[config.mk]
export PLATFORM = sky130hd
export DESIGN_NAME = cl_ddr_scrb
export DESIGN_NICKNAME = d
export VERILOG_FILES = /design/src/rtl/cl_ddr_scrb_pkg.sv /design/src/rtl/cl_ddr_scrb_pat.sv /design/src/rtl/cl_ddr_scrb.sv
export SDC_FILE = /design/constraint.sdc
export NUM_CORES = 1
export LEC_CHECK = 0
export ABC_AREA = 0
export BUFFER_PORTS_ARGS = -buffer_cell sky130_fd_sc_hd__buf_2
export CORE_AREA = 2 2 299 301
export CTS_CLUSTER_DIAMETER = 50
export DETAILED_ROUTE_END_ITERATION = 8
export DIE_AREA = 0 0 301 303
export GPL_ROUTABILITY_DRIVEN = 0
export HOLD_SLACK_MARGIN = 0.06
export PLACE_DENSITY_LB_ADDON = 0.2
export SETUP_SLACK_MARGIN = 0.05
export SLEW_MARGIN = 30
export SYNTH_ARGS = -nofsm -noshare
export SYNTH_HDL_FRONTEND = slang
export SYNTH_SLANG_ARGS = --single-unit
[constraint.sdc]
create_clock -name clk_main_a0 -period 4.6 [get_ports clk_main_a0]
set_input_delay 0.23 -clock clk_main_a0 [delete_from_list [all_inputs] [get_ports clk_main_a0]]
set_output_delay 0.23 -clock clk_main_a0 [all_outputs]
set_load 0.05 [all_outputs]
[src/rtl/cl_ddr_scrb_pkg.sv]
// cl_ddr_scrb_pkg: scrubber FSM states, AXI encodings and burst sizing helper
package cl_ddr_scrb_pkg;
  typedef enum logic [2:0] {IDLE, ADDR, DATA, RESP, DONE} state_t;
  localparam logic [1:0] BURST_INCR = 2'b01;
  localparam logic [2:0] SIZE_64B = 3'b110;
  localparam logic [1:0] RESP_OKAY = 2'b00;
  function automatic logic [63:0] burst_bytes(input logic [7:0] len_m1);
    return (64'(len_m1) + 64'd1) << 6;
  endfunction
endpackage

[src/rtl/cl_ddr_scrb_pat.sv]
// cl_ddr_scrb_pat: address-tagged write pattern, built only with SCRB_PATTERN_EN
`ifdef SCRB_PATTERN_EN
module cl_ddr_scrb_pat (
  input  logic [63:0]  addr,
  input  logic [7:0]   beat,
  output logic [511:0] wdata
);
  for (genvar i = 0; i < 8; i++) begin : g_lane
    assign wdata[i*64 +: 64] = addr + (64'(beat) << 6) + 64'(i * 8);
  end
endmodule
`endif

[src/rtl/cl_ddr_scrb.sv]
// cl_ddr_scrb: AXI4 write-only DDR scrubber, one burst in flight; SCRB_PATTERN_EN selects patterned wdata
module cl_ddr_scrb
  import cl_ddr_scrb_pkg::*;
#(
  parameter logic [63:0] MAX_ADDR = 64'h3FFFFFFFF,
  parameter int BURST_LEN_MINUS1 = 15,
  parameter logic [15:0] AXI_ID = 16'h0
) (
  input  logic         clk_main_a0,
  input  logic         rst_main,
  input  logic         scrb_enable,
  output logic         scrb_busy,
  output logic         scrb_done,
  output logic         scrb_err,
  output logic [63:0]  scrb_addr,
  output logic [15:0]  cl_sh_ddr_awid,
  output logic [63:0]  cl_sh_ddr_awaddr,
  output logic [7:0]   cl_sh_ddr_awlen,
  output logic [2:0]   cl_sh_ddr_awsize,
  output logic [1:0]   cl_sh_ddr_awburst,
  output logic         cl_sh_ddr_awvalid,
  input  logic         sh_cl_ddr_awready,
  output logic [511:0] cl_sh_ddr_wdata,
  output logic [63:0]  cl_sh_ddr_wstrb,
  output logic         cl_sh_ddr_wlast,
  output logic         cl_sh_ddr_wvalid,
  input  logic         sh_cl_ddr_wready,
  input  logic [15:0]  sh_cl_ddr_bid,
  input  logic [1:0]   sh_cl_ddr_bresp,
  input  logic         sh_cl_ddr_bvalid,
  output logic         cl_sh_ddr_bready
);
  localparam logic [7:0] LEN = 8'(BURST_LEN_MINUS1);
  localparam logic [63:0] BB = burst_bytes(LEN);
  state_t state, nxt;
  logic [7:0] beat;
  logic [64:0] next_sum;
  logic last, unused_bid;
  assign unused_bid = ^sh_cl_ddr_bid;
  // 65-bit sum so a burst ending near 2^64 terminates instead of wrapping
  assign next_sum = {1'b0, scrb_addr} + {1'b0, BB};
  assign last = next_sum > {1'b0, MAX_ADDR};
  assign cl_sh_ddr_awid = AXI_ID;
  assign cl_sh_ddr_awaddr = scrb_addr;
  assign cl_sh_ddr_awlen = LEN;
  assign cl_sh_ddr_awsize = SIZE_64B;
  assign cl_sh_ddr_awburst = BURST_INCR;
  assign cl_sh_ddr_awvalid = state == ADDR;
  assign cl_sh_ddr_wvalid = state == DATA;
  assign cl_sh_ddr_wlast = state == DATA && beat == LEN;
  assign cl_sh_ddr_wstrb = '1;
  assign cl_sh_ddr_bready = state == RESP;
  assign scrb_busy = state == ADDR || state == DATA || state == RESP;
  assign scrb_done = state == DONE;
`ifdef SCRB_PATTERN_EN
  cl_ddr_scrb_pat u_pat (.addr(scrb_addr), .beat(beat), .wdata(cl_sh_ddr_wdata));
`else
  assign cl_sh_ddr_wdata = '0;
`endif
  always_comb begin
    nxt = state;
    unique case (state)
      IDLE: nxt = scrb_enable ? ADDR : IDLE;
      ADDR: nxt = sh_cl_ddr_awready ? DATA : ADDR;
      DATA: nxt = sh_cl_ddr_wready && cl_sh_ddr_wlast ? RESP : DATA;
      RESP: nxt = !sh_cl_ddr_bvalid ? RESP : !scrb_enable ? IDLE : last ? DONE : ADDR;
      DONE: nxt = scrb_enable ? DONE : IDLE;
      default: nxt = IDLE;
    endcase
  end
  always_ff @(posedge clk_main_a0) begin
    if (rst_main) begin
      state <= IDLE;
      scrb_addr <= '0;
      beat <= '0;
      scrb_err <= 1'b0;
    end else begin
      state <= nxt;
      if (state == IDLE && scrb_enable) begin
        scrb_addr <= '0;
        scrb_err <= 1'b0;
      end
      if (state == DATA && sh_cl_ddr_wready) beat <= cl_sh_ddr_wlast ? '0 : beat + 8'd1;
      if (state == RESP && sh_cl_ddr_bvalid) begin
        if (sh_cl_ddr_bresp != RESP_OKAY) scrb_err <= 1'b1;
        if (nxt == ADDR) scrb_addr <= next_sum[63:0];
      end
    end
  end
endmodule

==> results.md, run 1 <==
Status:
- The run finished with clean final reports.

Critical path:
- In this run the worst path has a maximum fanout of 21.
- The launching element of the worst setup path is cl_sh_ddr_awaddr[31]$_SDFF_PP0_.
- STA classifies the critical path endpoint as a flop.
- STA puts the critical path data required time at 4.86 ns.
- The classification of the worst setup path is flop to flop.
- The worst setup path is launched from a flop.
- The startpoint identified for the worst register-to-register timing path is cl_sh_ddr_awaddr[31]$_SDFF_PP0_.
- The worst endpoint data arrival time is 4.40 ns.

Floorplan:
- The overall die area is 91200 µm².
- For this configuration, the core starts out at a cell density of 0.106.
- Pin placement for this block handled 764 I/O pins.
- The die is 301 µm wide.
- The die outline height is 303 µm.
- The floorplan step defined a core boundary enclosing 88000 µm².
- The floorplan row count is 109.

GRT:
- The initial antenna violation count is 4.
- The global routing usage summed across all routing layers is 0.0543.
- Summed over all layers, the global routing overflow is 0.
- The via count of the first global-routing pass is 5061.
- The first global-routing pass estimated 35700 µm of wire.
- The maximum number of pins on one net before global-route repair is 35.

Yosys:
- The dominant synthesized flop cell is sky130_fd_sc_hd__dfxtp_1.
- Of all cell types, the one taking the most synthesized area is sky130_fd_sc_hd__buf_4.
- The Yosys warning count is 0.
- The synthesized netlist cell count is 1225.
- The fraction of post-synthesis cell area in the top cell type by area is 0.538.
- Synthesis inferred 76 register bits.
- The fraction of registers with async set or reset after synthesis is 0.
- The post-synthesis sequential area ratio is 0.163.
- Each instance of the synthesized netlist takes up on average 7.63 µm².
- In this run, synthesis inferred 0 flip-flops with an integrated enable.
- Yosys attributes the largest share of cell area to sky130_fd_sc_hd__buf_4, sky130_fd_sc_hd__dfxtp_1, sky130_fd_sc_hd__nand3_1.
- The number of different library cells used by synthesis comes to 65.
- In the synthesized netlist, the cells that appear most often are sky130_fd_sc_hd__buf_4, sky130_fd_sc_hd__dfxtp_1, sky130_fd_sc_hd__nand3_1, sky130_fd_sc_hd__nand2_1, sky130_fd_sc_hd__and3_1.
- The synthesized cell area is 9350 µm².
- Yosys instantiated no cell more often than sky130_fd_sc_hd__buf_4.

Cells and area:
- The fraction of layout cells with a size suffix above 1 is 0.175.
- The number of nets in the final layout is 1360.
- The finished layout holds 2504 standard cells, fillers aside.
- The fill cell instance count of the final layout is 10300.
- Compared with the post-synthesis result, the final layout area differs by 0.268%.
- Once layout is done, the placed cells without fillers occupy 9370 µm².

Timing:
- The final-layout setup total negative slack is 0 ns.
- Of the available clock period, the critical path in the final layout requires 0.901.
- Headroom to the max-slew limit came out at 0.534.
- The count of endpoints failing setup in the final report is 0.
- The count of pins over their slew limit is 0.
- The worst-case clock skew is 0.00878 ns.
- The maximum clock rate is 241 MHz.
- The post-route worst setup slack is 0.455 ns.
- The routed design could run at a clock period as short as 4.15 ns.
- The measured slew at the worst slew-check pin is 0.697 ns.
- Setup repair after global routing left no endpoint under its margin.
- The hold violation total from the final report was 0.

CTS:
- The tree built by TritonCTS fans out to 76 sinks.
- The clock tree root buffer cell is sky130_fd_sc_hd__clkbuf_16.
- The number of gates given a new drive strength after cts is 0.
- In this run the number of H-tree levels came out at 3.
- The clock tree from TritonCTS is yes.
- The number of buffers added by the clock tree synthesis step is 9.
- The insertion delay to the later sink of the worst-skew pair is 0.36 ns.
- Clock-pin slew was measured on the worst setup and hold paths at 0.07 ns.
- Hold repair after CTS inserted 0 buffers.
- The count of buffers added by post-CTS timing repair for setup is 0.
- The largest buffer count on any clock path is 2.

Route:
- Once detail routing completed, the nets flagged for antenna violations numbered 0.
- In this run, the number of DRC markers left after iteration 0 of detailed routing was 187.
- Wires add up to 27700 µm.
- The via count normalized by instance count is 2.53.
- The first TritonRoute pass finished after 4 iterations.
- The post-detailed-route DRC marker count is 0.
- The total via count after detailed routing is 6332.
- The routed length per placed instance is 11.1 µm.

Place:
- The cell area reported after detailed placement is 9060 µm².
- The post-DP HPWL is 23400 µm.
- Buffers placed on the I/O ports in this run total 142.
- The worst setup slack after placement is 0.333 ns.
- The number of placed instances with taps included is 2487.

Worst hold path:
- The worst hold-check path type is input pin to flop.
- The startpoint of the worst hold path is scrb_enable.

Power and ir drop:
- The maximum VDD drop is 134 µV.
- The ratio of total power to cell area is 272 nW/µm².
- The static leakage is 4.81 nW.

Run:
- The count of max-cap constraint violations is 0.
-- power breakdown --
part,leakage [nW],internal [mW],switching (mW)
clock network,0.146,0.423,0.325
registers,0.612,0.660,0.00239
logic,4.05,0.0126,1.12
total,4.81,1.10,1.45
-- logic make-up (layout without fill, tap and decap cells) --
| logic type | Yosys count | count (layout) | share of synthesized area |
|---|---|---|---|
| flip-flops | 76 | 76 | 0.163 |
| other | 2 | 606 | 0.000803 |
| AND/OR/NAND/NOR | 337 | 337 | 0.202 |
| buffers and inverters | 717 | 227 | 0.559 |
| adder cells (fa/ha/maj) | 3 | 3 | 0.00402 |
| XOR/XNOR | 20 | 20 | 0.0187 |
| AO/OA/AOI/OAI | 64 | 64 | 0.0462 |
| multiplexers | 6 | 6 | 0.00683 |
-- state kept, by name, summed over array words and instances (netlist names) --
name and flops:
cl_sh_ddr_awaddr 64, beat 8, scrb_err 1, state 3
-- placed cells by master (no fill, tap or decap), types with 18 or more instances in the layout --
cell type                 count
sky130_fd_sc_hd__buf_4       55
sky130_fd_sc_hd__o21ai_0     18
sky130_fd_sc_hd__nand4_1     29
sky130_fd_sc_hd__nand2_1     48
sky130_fd_sc_hd__nor3_1      20
sky130_fd_sc_hd__nand3_1     76
sky130_fd_sc_hd__dfxtp_1     76
sky130_fd_sc_hd__and3_1      46
sky130_fd_sc_hd__nor2_1      43
sky130_fd_sc_hd__conb_1     605
sky130_fd_sc_hd__buf_2      142
-- area by class of cell --
class | count | area [µm²] | area share
Clock inverter | 7 | 73.8 | 0.00788
Antenna cell | 1 | 2.50 | 0.000267
Timing Repair Buffer | 199 | 1160 | 0.124
Sequential cell | 76 | 1520 | 0.162
Inverter | 12 | 45.0 | 0.00481
Multi-Input combinational cell | 1035 | 4880 | 0.521
Clock buffer | 9 | 225 | 0.0240
Tap cell | 1165 | 1460 | 0.156
-- path summary, 6_finish.rpt --
kind / to / slack (ns) / cells past startpoint
worst min-delay path: state[2]$_SDFF_PP0_ / 0.14 / 2
worst max register to register: cl_sh_ddr_awaddr[49]$_SDFF_PP0_ / 0.45 / 10
worst min register to register: scrb_err$_SDFF_PP0_ / 0.46 / 2
worst max-delay path: cl_sh_ddr_awaddr[49]$_SDFF_PP0_ / 0.45 / 10
-- per-layer routing --
| metal | up-vias | routed length, µm | GRT usage |
|---|---|---|---|
| met1 | 2972 | 11400 | 0.0674 |
| met5 | - | 0 | 0 |
| met2 | 350 | 14200 | 0.0938 |
| met4 | 0 | 407 | 0.0188 |
| li1 | 2998 | - | - |
| met3 | 12 | 1700 | 0.00974 |
-- through the flow --
stage,util,power [mW],hold WS (ns)
5_1_grt,0.107,2.63,0.135
2_1_floorplan,-,2.18,0.378
4_1_cts,0.106,2.57,0.117
6_report,0.107,2.55,0.136
3_3_place_gp,0.103,1.80,0.444
3_5_place_dp,0.103,1.80,0.455
-- critical path, stage by stage, from the launching register on --
cell and delay (ns):
sky130_fd_sc_hd__dfxtp_1 0.53, sky130_fd_sc_hd__nand4_2 0.26, sky130_fd_sc_hd__or4_4 0.58, sky130_fd_sc_hd__nor4b_4 0.35
sky130_fd_sc_hd__a22oi_1 0.13, sky130_fd_sc_hd__or4_1 0.51, sky130_fd_sc_hd__or4_4 0.48, sky130_fd_sc_hd__or4_1 0.59
sky130_fd_sc_hd__buf_4 0.24, sky130_fd_sc_hd__buf_12 0.18, sky130_fd_sc_hd__and3_1 0.18
Power figures use the tool's default switching activity.
==> inputs of run 2 (changes only) <==
- CORE_AREA: 2 2 299 301 -> 2 2 296 298
- CTS_CLUSTER_SIZE: not set -> 16
- DIE_AREA: 0 0 301 303 -> 0 0 298 300
- GPL_ROUTABILITY_DRIVEN: 0 -> not set
==> results.md, run 2 (synthesis gave the netlist of run 1 again) <==
GRT:
- The overflow left after global routing is 0 (unchanged).
- The global routing usage summed across all routing layers is 0.0603 (was 0.0543).
- The maximum number of pins on one net before global-route repair is 35 (unchanged).
- The wire length of the first global-routing pass is 38800 µm (was 35700 µm).
- The via count of the first global-routing pass is 5215 (was 5061).
- The initial antenna violation count is 3 (was 4).

CTS:
- The hold buffer count at cts is 0 (unchanged).
- The clock tree root buffer cell is sky130_fd_sc_hd__clkbuf_16 (unchanged).
- The insertion delay to the later sink of the worst-skew pair came to 0.38 ns (was 0.36 ns).
- The number of gates given a new drive strength after cts is 0 (unchanged).
- The clock tree from TritonCTS is yes (unchanged).
- The clock transition at the registers of the reported paths is 0.08 ns (was 0.07 ns).
- The count of buffers added by post-CTS timing repair for setup is 0 (unchanged).
- The depth of the CTS H-tree came to 3 (unchanged).
- The largest buffer count on any clock path is 2 (unchanged).
- The number of sinks driven by the clock tree is 76 (unchanged).
- The number of buffers added by the clock tree synthesis step came to 9 (unchanged).

Place:
- The count of port buffers added during placement is 142 (unchanged).
- The number of placed instances with taps included came to 2484 (was 2487).
- The congestion estimate from routability-driven global placement came to 0.699.
- The post-DP HPWL is 24100 µm (was 23400 µm).
- The worst setup slack after placement is 0.384 ns (was 0.333 ns).

Route:
- The number of DRC markers in iteration 0 is 330 (was 187).
- The length of the first detailed-routing pass in iterations was 6 (was 4).
- The number of routed nets with antenna violations came to 0 (unchanged).
- The post-detailed-route DRC marker count is 0 (unchanged).
- The routed length per placed instance is 11.6 µm (was 11.1 µm).
- The total via count after detailed routing was 6319 (was 6332).
- The via count normalized by instance count is 2.52 (was 2.53).
- The final wirelength is 29100 µm (was 27700 µm).

Timing:
- The measured slew at the worst slew-check pin was 0.874 ns (was 0.697 ns).
- Setup repair after global routing missed its margin: no (unchanged).
- The hold violation total from the final report is 0 (unchanged).
- The count of endpoints failing setup in the final report is 0 (unchanged).
- The shortest period the worst path allows is 4.17 ns (was 4.15 ns).
- The fraction of the cycle the final worst path needs is 0.906 (was 0.901).
- The count of pins over their slew limit is 0 (unchanged).
- The post-route worst setup slack came to 0.431 ns (was 0.455 ns).
- The worst-case headroom to the max-slew limit is 0.412 (was 0.534).
- The final-layout worst hold slack is 0.128 ns (was 0.136 ns).
- The maximum clock rate came to 240 MHz (was 241 MHz).
- The worst-case clock skew was 0.0152 ns (was 0.00878 ns).
- The final-layout setup total negative slack is 0 ns (unchanged).

Critical path:
- The startpoint type of the worst setup path is a flop (unchanged).
- The classification of the worst setup path is flop to flop (unchanged).
- The critical path capture point type is a flop (unchanged).
- The maximum fanout along the worst path is 15 (was 21).
- The worst endpoint data arrival time is 4.47 ns (was 4.40 ns).
- The minimum setup slack among reg-to-reg paths came to 0.43 ns (was 0.45 ns).
- The required time at the worst-slack endpoint came to 4.90 ns (was 4.86 ns).

Power and ir drop:
- The ratio of total power to cell area is 279 nW/µm² (was 272 nW/µm²).
- The static leakage is 4.82 nW (was 4.81 nW).
- The maximum VDD drop is 170 µV (was 134 µV).
- The total power of the final layout was 2.63 mW (was 2.55 mW).

Cells and area:
- The number of nets in the final layout is 1367 (was 1360).
- The fraction of layout cells with a size suffix above 1 is 0.179 (was 0.175).
- The fill cell instance count of the final layout is 10200 (was 10300).
- The layout overhead on the synthesized area is 0.990% (was 0.268%).
- Most frequent cells in the layout: sky130_fd_sc_hd__conb_1, sky130_fd_sc_hd__buf_2, sky130_fd_sc_hd__nand3_1, sky130_fd_sc_hd__dfxtp_1, sky130_fd_sc_hd__buf_4 (unchanged).
- The flip-flop count of the largest register after layout was 64 (unchanged).
- The most common cell after layout, fill and taps aside is sky130_fd_sc_hd__conb_1 (unchanged).
- The number of non-filler instances in the completed layout is 2506 (was 2504).

Floorplan:
- The starting density of the core came to 0.108 (was 0.106).
- The total I/O pin count is 764 (unchanged).
- The die outline height was 300 µm (was 303 µm).
- The area of the core is 86200 µm² (was 88000 µm²).
- The floorplan row count is 108 (was 109).
- The overall die area is 89400 µm² (was 91200 µm²).
- The die width is 298 µm (was 301 µm).

Worst hold path:
- The worst hold-check path type is input pin to flop (unchanged).

Run:
- The count of max-cap constraint violations is 0 (unchanged).

Status:
- Outcome: complete, no violations (unchanged).
## run 2: metrics by stage
| stage | area (µm²) | util |
|---|---|---|
| after global placement | 9090 | 0.105 |
| after detailed placement | 9100 | 0.106 |
| after global routing | 9430 | 0.109 |
| after CTS | 9430 | 0.109 |
| final | 9440 | 0.110 |
| after floorplan | 11600 | - |
## run 2: path summary, 6_finish.rpt
path | endpoint | cells past startpoint | start
setup / recovery | cl_sh_ddr_awaddr[11]$_SDFF_PP0_ | 10 | cl_sh_ddr_awaddr[24]$_SDFF_PP0_
hold / removal | state[2]$_SDFF_PP0_ | 2 | scrb_enable
setup reg to reg | cl_sh_ddr_awaddr[11]$_SDFF_PP0_ | 10 | cl_sh_ddr_awaddr[24]$_SDFF_PP0_
hold reg to reg | scrb_err$_SDFF_PP0_ | 2 | scrb_err$_SDFF_PP0_
## run 2: worst max-delay path, stage by stage, from the launching register on
cell and delay (ns):
sky130_fd_sc_hd__dfxtp_1 0.47, sky130_fd_sc_hd__nand3_1 0.18, sky130_fd_sc_hd__nor4_2 0.78, sky130_fd_sc_hd__nand4_1 0.20, sky130_fd_sc_hd__xnor2_1 0.17, sky130_fd_sc_hd__or4_1 0.55
sky130_fd_sc_hd__or4_4 0.49, sky130_fd_sc_hd__or4_1 0.65, sky130_fd_sc_hd__buf_4 0.26, sky130_fd_sc_hd__or2_0 0.21, sky130_fd_sc_hd__a21oi_1 0.13
## run 2: cell type report
class / count / area, µm² / share of cell area
Multi-Input combinational cell: 1035 / 4890 / 0.518
Sequential cell: 76 / 1520 / 0.161
Tap cell: 1155 / 1450 / 0.153
Timing Repair Buffer: 206 / 1200 / 0.128
Clock buffer: 10 / 229 / 0.0243
Clock inverter: 6 / 95.1 / 0.0101
Inverter: 12 / 45.0 / 0.00477
Antenna cell: 6 / 15.0 / 0.00159
## run 2: routing by layer
metal  part of all wire  up-vias  GRT usage
met5            0.00045        -          0
met4             0.0073        2     0.0112
met3              0.067       14     0.0157
met2               0.50      336      0.104
met1               0.42     2939     0.0759
li1                   -     3028          -
## run 2: power breakdown
group          leakage [nW]  internal (mW)  switching [mW]  total (mW)
sequential            0.612          0.659         0.00253       0.662
clock                 0.158          0.482           0.351       0.833
combinational          4.05         0.0132            1.13        1.14
total                  4.82           1.15            1.48        2.63
==> inputs of run 3 (changes only) <==
- PLACE_DENSITY: not set -> 0.33
- PLACE_DENSITY_LB_ADDON: 0.2 -> not set
- RECOVER_POWER: not set -> 50
==> results.md, run 3 (synthesis gave the netlist of run 1 again) <==
Place:
- The cell area reported after detailed placement was 9070 µm² (was 9100 µm²).
- The post-DP HPWL is 23600 µm (was 24100 µm).
- The global placement routability congestion is 0.733 (was 0.699).
- The count of port buffers added during placement was 142 (unchanged).

Critical path:
- The critical path capture point type was a flop (unchanged).
- The classification of the worst setup path is flop to flop (unchanged).
- The worst endpoint data arrival time came to 4.46 ns (was 4.47 ns).
- The startpoint type of the worst setup path is a flop (unchanged).
- The maximum fanout along the worst path is 9 (was 15).
- The required time at the worst-slack endpoint is 4.85 ns (was 4.90 ns).

Cells and area:
- The most common cell after layout, fill and taps aside is sky130_fd_sc_hd__conb_1 (unchanged).
- The number of nets in the final layout is 1365 (was 1367).
- The layout overhead on the synthesized area is -0.950% (was 0.990%).
- The fraction of layout cells with a size suffix above 1 is 0.107 (was 0.179).
- The finished layout cell area is 9260 µm² (was 9440 µm²).
- The flip-flop count of the largest register after layout is 64 (unchanged).
- Most frequent cells in the layout: sky130_fd_sc_hd__conb_1, sky130_fd_sc_hd__clkbuf_1, sky130_fd_sc_hd__nand3_1, sky130_fd_sc_hd__dfxtp_1, sky130_fd_sc_hd__buf_4 (was sky130_fd_sc_hd__conb_1, sky130_fd_sc_hd__buf_2, sky130_fd_sc_hd__nand3_1, sky130_fd_sc_hd__dfxtp_1, sky130_fd_sc_hd__buf_4).

CTS:
- The clock tree root buffer cell is sky130_fd_sc_hd__clkbuf_16 (unchanged).
- The hold buffer count at cts was 0 (unchanged).
- The clock tree from TritonCTS was yes (unchanged).
- The number of buffers added by the clock tree synthesis step was 9 (unchanged).
- The insertion delay to the later sink of the worst-skew pair is 0.37 ns (was 0.38 ns).
- The number of sinks driven by the clock tree is 76 (unchanged).
- The count of buffers added by post-CTS timing repair for setup was 0 (unchanged).
- The clock transition at the registers of the reported paths is 0.07 ns (was 0.08 ns).
- The depth of the CTS H-tree was 3 (unchanged).
- The largest buffer count on any clock path is 2 (unchanged).
- The number of gates given a new drive strength after cts is 0 (unchanged).

Timing:
- The worst-case clock skew is 0.0137 ns (was 0.0152 ns).
- The fraction of the cycle the final worst path needs is 0.914 (was 0.906).
- The measured slew at the worst slew-check pin is 0.899 ns (was 0.874 ns).
- Setup repair after global routing missed its margin: no (unchanged).
- The count of pins over their slew limit is 0 (unchanged).
- The worst-case headroom to the max-slew limit is 0.401 (was 0.412).
- The count of endpoints failing setup in the final report is 0 (unchanged).
- The hold violation total from the final report is 0 (unchanged).
- The final-layout setup total negative slack is 0 ns (unchanged).
- The shortest period the worst path allows was 4.21 ns (was 4.17 ns).
- The maximum clock rate came to 238 MHz (was 240 MHz).

Floorplan:
- The die width is 298 µm (unchanged).
- The overall die area is 89400 µm² (unchanged).
- The area of the core was 86200 µm² (unchanged).
- The floorplan row count is 108 (unchanged).
- The total I/O pin count is 764 (unchanged).
- The die outline height is 300 µm (unchanged).
- The starting density of the core is 0.108 (unchanged).

GRT:
- The overflow left after global routing came to 0 (unchanged).
- The wire length of the first global-routing pass was 37200 µm (was 38800 µm).
- The maximum number of pins on one net before global-route repair was 34 (was 35).
- The global routing usage summed across all routing layers is 0.0583 (was 0.0603).
- The initial antenna violation count is 6 (was 3).
- The via count of the first global-routing pass was 4980 (was 5215).

Route:
- The number of DRC markers in iteration 0 is 307 (was 330).
- The post-detailed-route DRC marker count was 0 (unchanged).
- The final wirelength was 28300 µm (was 29100 µm).
- The number of routed nets with antenna violations was 0 (unchanged).
- The length of the first detailed-routing pass in iterations came to 5 (was 6).
- The routed length per placed instance is 11.3 µm (was 11.6 µm).
- The via count normalized by instance count is 2.51 (was 2.52).
- The total via count after detailed routing came to 6274 (was 6319).

Power and ir drop:
- The switching power came to 1.45 mW (was 1.48 mW).
- The power share of the clock group is 0.299 (was 0.316).
- The ratio of total power to cell area came to 277 nW/µm² (was 279 nW/µm²).
- The proportion of power drawn by flip-flops and latches is 0.258 (was 0.251).
- The cell-internal power is 1.12 mW (was 1.15 mW).
- The static leakage is 4.39 nW (was 4.82 nW).
- The combinational cell fraction of total power is 0.443 (was 0.433).
- The switching power share of the total is 0.564 (was 0.562).
- The maximum VDD drop was 164 µV (was 170 µV).

Status:
- Outcome: complete, no violations (unchanged).

Worst hold path:
- The worst hold-check path type is input pin to flop (unchanged).

Run:
- The count of max-cap constraint violations is 0 (unchanged).
[run 3: metrics by stage]
stage / util / total power, mW / hold WS (ns) / setup WS (ns) / std cells
after floorplan: - / 2.18 / 0.378 / 0.186 / 1828
after global placement: 0.105 / 1.80 / 0.452 / 0.199 / 2482
after detailed placement: 0.105 / 1.80 / 0.449 / 0.313 / 2482
after CTS: 0.109 / 2.61 / 0.0925 / 0.277 / 2497
after global routing: 0.107 / 2.67 / 0.104 / 0.149 / 2497
final: 0.107 / 2.57 / 0.126 / 0.394 / 2498
[run 3: critical path, cell delays in order (launching register included)]
cell                      delay (ns)
sky130_fd_sc_hd__dfxtp_1        0.34
sky130_fd_sc_hd__nand4_1        0.37
sky130_fd_sc_hd__nor4_2         0.77
sky130_fd_sc_hd__nand3_1        0.31
sky130_fd_sc_hd__o21ai_0        0.32
sky130_fd_sc_hd__nand4_1        0.12
sky130_fd_sc_hd__or4_1          0.61
sky130_fd_sc_hd__or4_1          0.66
sky130_fd_sc_hd__nor3_1         0.23
sky130_fd_sc_hd__mux2_1         0.34
[run 3: final cells by class]
type                    count  area, µm²
fillers                 10200      77000
multi-input cells        1035       4890
flip-flops and latches     76       1520
well taps                1155       1450
repair buffers            204       1060
clock buffers              12        256
clock inverters             3       46.3
inverters                  12       45.0
diodes                      1       2.50
[run 3: power groups by stage]
stage | logic, mW | registers [mW] | clock network (mW)
floorplan | 1.50 | 0.677 | 0
global placement | 1.13 | 0.677 | 0
detailed placement | 1.13 | 0.677 | 0
CTS | 1.13 | 0.662 | 0.825
global route | 1.17 | 0.662 | 0.844
finish | 1.14 | 0.662 | 0.768
[run 3: worst paths after layout]
path	cells after the start	to	slack, ns	startpoint
hold / removal	2	state[2]$_SDFF_PP0_	0.13	scrb_enable
setup reg to reg	9	cl_sh_ddr_awaddr[23]$_SDFF_PP0_	0.39	cl_sh_ddr_awaddr[13]$_SDFF_PP0_
setup / recovery	9	cl_sh_ddr_awaddr[23]$_SDFF_PP0_	0.39	cl_sh_ddr_awaddr[13]$_SDFF_PP0_
hold reg to reg	2	scrb_err$_SDFF_PP0_	0.47	scrb_err$_SDFF_PP0_
[run 3: routing by layer]
metal	part of all wire	GRT usage	wire length (µm)	vias up
met2	0.50	0.0988	14100	354
met1	0.43	0.0749	12100	2887
met3	0.063	0.0138	1780	19
met5	0.00046	0	13	-
met4	0.0094	0.0126	266	2
li1	-	-	-	3012
